File: src/rtl/fc5_ctrl.sv
// fc5_ctrl: weight-ROM / feature-buffer sequencer for the C5/F5 fully-connected layer.
// Define FC5_CTRL_BIAS_EN to add a trailing bias beat at ROM address N_IN.
module fc5_ctrl #(
  parameter int unsigned N_IN    = 400,
  parameter int unsigned ADDR_W  = 9,
  parameter int unsigned ROM_LAT = 1
) (
  input  logic              clk,
  input  logic              rst,
  input  logic              start,
  output logic              busy,
  output logic [ADDR_W-1:0] w5_raddr,
  output logic [ADDR_W-1:0] in_raddr,
  output logic              acc_en,
  output logic              acc_clr,
  output logic              acc_last,
  output logic              acc_bias,
  output logic              res_valid,
  input  logic              res_ready
);

`ifdef FC5_CTRL_BIAS_EN
  localparam int unsigned N_BEATS = N_IN + 1;
  localparam bit          BIAS_EN = 1'b1;
`else
  localparam int unsigned N_BEATS = N_IN;
  localparam bit          BIAS_EN = 1'b0;
`endif
  localparam logic [ADDR_W-1:0] LAST_CNT = ADDR_W'(N_BEATS - 1);
  localparam logic [ADDR_W-1:0] IN_MAX   = ADDR_W'(N_IN - 1);

  typedef enum logic [1:0] {IDLE, RUN, DRAIN, HOLD} state_t;

  state_t              state;
  state_t              state_d;
  logic [ADDR_W-1:0]   cnt_d;
  logic [ADDR_W-1:0]   in_d;
  logic                busy_d;
  logic                res_valid_d;
  logic                at_last;
  logic                beat_v;
  logic                beat_first;
  logic                beat_last;
  logic                beat_bias;
  logic [ROM_LAT-1:0]  pipe_v;
  logic [ROM_LAT-1:0]  pipe_first;
  logic [ROM_LAT-1:0]  pipe_last;
  logic [ROM_LAT-1:0]  pipe_bias;

  // w5_raddr doubles as the beat counter
  assign at_last = (w5_raddr == LAST_CNT);

  always_ff @(posedge clk or posedge rst) begin
    if (rst) state <= IDLE;
    else     state <= state_d;
  end

  always_comb begin
    state_d = state;
    case (state)
      IDLE:    if (start)     state_d = RUN;
      RUN:     if (at_last)   state_d = DRAIN;
      DRAIN:   if (acc_last)  state_d = HOLD;
      HOLD:    if (res_ready) state_d = IDLE;
      default:                state_d = IDLE;
    endcase
  end

  // Next values for the registered outputs and the beat entering the latency pipe
  always_comb begin
    cnt_d      = w5_raddr;
    beat_v     = 1'b0;
    beat_first = 1'b0;
    beat_last  = 1'b0;
    beat_bias  = 1'b0;
    if (state == RUN) begin
      beat_v     = 1'b1;
      beat_first = (w5_raddr == '0);
      beat_last  = at_last;
      beat_bias  = BIAS_EN && at_last;
      if (!at_last) cnt_d = w5_raddr + ADDR_W'(1);
    end
    if (state_d == IDLE) cnt_d = '0;
    // the bias beat re-reads the last feature word while the ROM serves the bias
    in_d        = (cnt_d > IN_MAX) ? IN_MAX : cnt_d;
    busy_d      = (state_d != IDLE);
    res_valid_d = (state_d == HOLD);
  end

  always_ff @(posedge clk or posedge rst) begin
    if (rst) begin
      busy       <= 1'b0;
      res_valid  <= 1'b0;
      w5_raddr   <= '0;
      in_raddr   <= '0;
      pipe_v     <= '0;
      pipe_first <= '0;
      pipe_last  <= '0;
      pipe_bias  <= '0;
    end else begin
      busy       <= busy_d;
      res_valid  <= res_valid_d;
      w5_raddr   <= cnt_d;
      in_raddr   <= in_d;
      pipe_v     <= ROM_LAT'({pipe_v, beat_v});
      pipe_first <= ROM_LAT'({pipe_first, beat_first});
      pipe_last  <= ROM_LAT'({pipe_last, beat_last});
      pipe_bias  <= ROM_LAT'({pipe_bias, beat_bias});
    end
  end

  assign acc_en   = pipe_v[ROM_LAT-1];
  assign acc_clr  = pipe_first[ROM_LAT-1];
  assign acc_last = pipe_last[ROM_LAT-1];
  assign acc_bias = pipe_bias[ROM_LAT-1];

endmodule

File: config.mk
export PLATFORM = sky130hd
export DESIGN_NAME = fc5_ctrl
export DESIGN_NICKNAME = d
export VERILOG_FILES = /design/src/rtl/fc5_ctrl.sv
export SDC_FILE = /design/constraint.sdc
export NUM_CORES = 1
export LEC_CHECK = 0
export BUFFER_PORTS_ARGS = -buffer_cell sky130_fd_sc_hd__buf_2
export CAP_MARGIN = 10
export CORE_UTILIZATION = 50
export CTS_CLUSTER_SIZE = 14
export DETAILED_ROUTE_END_ITERATION = 8
export PLACE_DENSITY = 0.73
export SLEW_MARGIN = 20
export SYNTH_ARGS = -nofsm -noshare
export SYNTH_HDL_FRONTEND = slang
export SYNTH_SLANG_ARGS = --single-unit
File: constraint.sdc
create_clock -name clk -period 1.9 [get_ports clk]
set_input_delay 0.19 -clock clk [delete_from_list [all_inputs] [get_ports clk]]
set_output_delay 0.19 -clock clk [all_outputs]
set_load 0.01 [all_outputs]
==> metrics <==
post-synthesis compound-gate area fraction 11.38%; crit path cell chain ha_2 -> nand3_2 -> or4_1 -> a21oi_2 -> a21oi_4 -> o21bai_1; gr usage total 21.04%; DRC 0; Synth Area in Adders 2.088%; Vias/cell 5.344; syn nets 118; XOR/XNOR share of the synthesized area 3.653%; critical path type flop to flop; Die X 50.96 um; Cell Count, Final, Fillers Out 183; layout cell share with drive strength beyond 1 36.77%; RePlAce Congestion 0.8001; row cnt 17; Primary FF master, synth dfrtp_1; largest net degree at the start of global routing 26; Initial Util 53.67%; top cells by area, synth dfrtp_1 52%, nor2_1 4.1%, nand3_1 2.9%, xnor2_1 2.9%, and2_1 2.1%; Buffers on Ports 26; diode count 0; number of flops mapped to enable cells by yosys 0; startpoint types flop; first-pass GRT wire length 4064 um; die height 50.96 um; worst min path class input pin to flop; Ports 28; VDD IR max 1091 uV; largest family of logic cells by synthesized area simple AND/OR/NAND/NOR gates; via count 978; worst path bufs/invs 0; largest area contributor in the netlist dfrtp_1; initial antenna violation count 0; post-synthesis sequential element count 25; dpl cell area 1451 um2; CTS sink count 25; Setup-failing EPs final 0; initial DRC count 18; Warnings, synthesis 0; DP HPWL 1760 um; Pleak 0.0007429 uW; CP max-delay cell or4_1; Syn-to-layout area delta 26.83%; maximum fanout along the worst path 6; Antenna Violating Nets Remaining 0; final instance area 1520 um2; post-synthesis sequential area ratio 52.19%; CTS buffer count 3; Synth Area in Simple Gates 24.01%; vias in the first global route 898; Final Util 68.07%; Worst setup EP type flop; Routed WL 2347 um; CTS tree done; Worst EP required 2.14 ns; status complete, no violations; Cell Area, Synth 1199 um2; Yosys cell types 38; max-cap viol count 0; final worst path period share 95.50%; WL/cell 12.83 um; die area 2597 um2; H-Tree Depth 1; 1st-pass router iterations 4; clock slew at reported path FFs 0.13 ns; Worst-Skew Late Latency 0.30 ns; Post-Syn Area per Cell 10.70 um2; Synth Instances 112; multiplexer share of the synthesized area 1.670%; Async SR Flop Fraction 100.0%; Congestion Overflow GR 0; Power Dens Cells 1489 nW/um2; Final #Nets 162; Max Clock Freq 0.5511 GHz; Crit path arrival time 2.05 ns; Final Hold Fails 0; crit-path leading delay family simple AND/OR/NAND/NOR gates; Final Slew Violations 0; Placed Cells 176; top-area cell type share of the netlist area 52.19%; clk buf depth 2; core area 2233 um2; highest cell delay on the worst timing path 0.50 ns; Final Skew 0.002418 ns; min Tclk post-route 1.815 ns; CTS root buf clkbuf_4
[power breakdown]
part	switching [uW]	total (uW)	leakage (uW)	internal [uW]
registers	131	856	0.000300	725
clock network	145	226	0.0000150	81.8
logic	632	1180	0.000428	549
total	907	2260	0.000743	1360
[through the flow]
| step | hold WS (ns) | total power (uW) | worst slack [ns] | setup TNS, ns |
|---|---|---|---|---|
| 2_1_floorplan | 0.2173 | 1517 | 0.07701 | 0 |
| 3_3_place_gp | 0.2444 | 1939 | 0.1044 | 0 |
| 3_5_place_dp | 0.2487 | 1974 | 0.04413 | 0 |
| 4_1_cts | 0.1887 | 2200 | 0.02127 | 0 |
| 5_1_grt | 0.1867 | 2445 | -0.01798 | -0.02725 |
| 6_report | 0.1949 | 2263 | 0.08541 | 0 |
[state kept, by name, summed over array words and instances (netlist names)]
| register | cells |
|---|---|
| acc_clr | 1 |
| busy | 1 |
| state | 2 |
| acc_en | 1 |
| res_valid | 1 |
| in_raddr | 9 |
| w5_raddr | 9 |
| acc_last | 1 |
[worst register-to-register path, delay by kind of cell, from the launching register on]
kind,cells,cell delay (ns)
flops,1,0.45
compound gates,3,0.45
fa+ha+maj,1,0.23
simple gates,2,0.62
[cell usage after synthesis (3+ instances only)]
library cell  count
and2_1            4
a21oi_1           4
nor2_1           13
nand3_1           7
o21ai_0           3
xnor2_1           4
inv_1             6
nor3_1            3
dfrtp_1          25
nand2_1           3
and3_1            4
[cell usage in the layout, fill, tap and decap left out, types with 2 or more instances in the layout]
master,count
nand3_1,6
buf_2,26
dfrtp_1,25
o22ai_1,2
nor3b_1,2
clkbuf_4,3
xnor2_1,4
inv_1,6
o21bai_1,2
nor3_1,3
o21ai_0,2
mux2i_1,2
nand2_1,3
and3_1,4
buf_4,17
nor2_1,12
nor4_1,2
a21oi_1,4
and2_1,4
[final timing paths]
kind,start,end,slack [ns],depth (start not counted)
min in group asynchronous,rst,in_raddr[5],0.46,4
hold / removal,res_ready,state[1],0.19,3
hold reg to reg,w5_raddr[5],acc_clr,0.58,2
setup / recovery,w5_raddr[1],in_raddr[3],0.09,6
max in group asynchronous,rst,w5_raddr[0],1.21,4
setup reg to reg,w5_raddr[1],in_raddr[3],0.09,6
[metal layers]
layer	part of all wire (%)	global-route usage, %	vias up	wire length [um]
met5	0	0	-	0
met4	0.60	5.093	0	14
met3	5.6	3.274	2	131
met2	50	34.65	41	1179
met1	44	29.08	460	1022
li1	-	-	475	-
[final cells by class]
type,count,area [um2]
multi-input combinational,75,534.3
inverter,7,31.28
timing repair buffer,44,267.8
sequential,25,625.6
clock buffer,4,26.28
fill,182,713.2
tap,28,35.03
[kinds of logic (layout without fill, tap and decap cells)]
family                   after synthesis  after routing
AO/OA/AOI/OAI                         18             18
XOR/XNOR                               5              5
adder cells (fa/ha/maj)                2              2
buffers and inverters                 12             55
flip-flops                            25             25
multiplexers                           2              2
other                                  1              1
AND/OR/NAND/NOR                       47             47
[what timing repair did]
action / 4_1_cts / 5_1_grt
buffers inserted: 0 / 2
hold buffers: 1 / 0
endpoints found under the setup margin: 0 / 7
endpoints found under the hold margin: 25 / 0
resized for setup: 0 / 5
(Power assumes the default switching activity.)
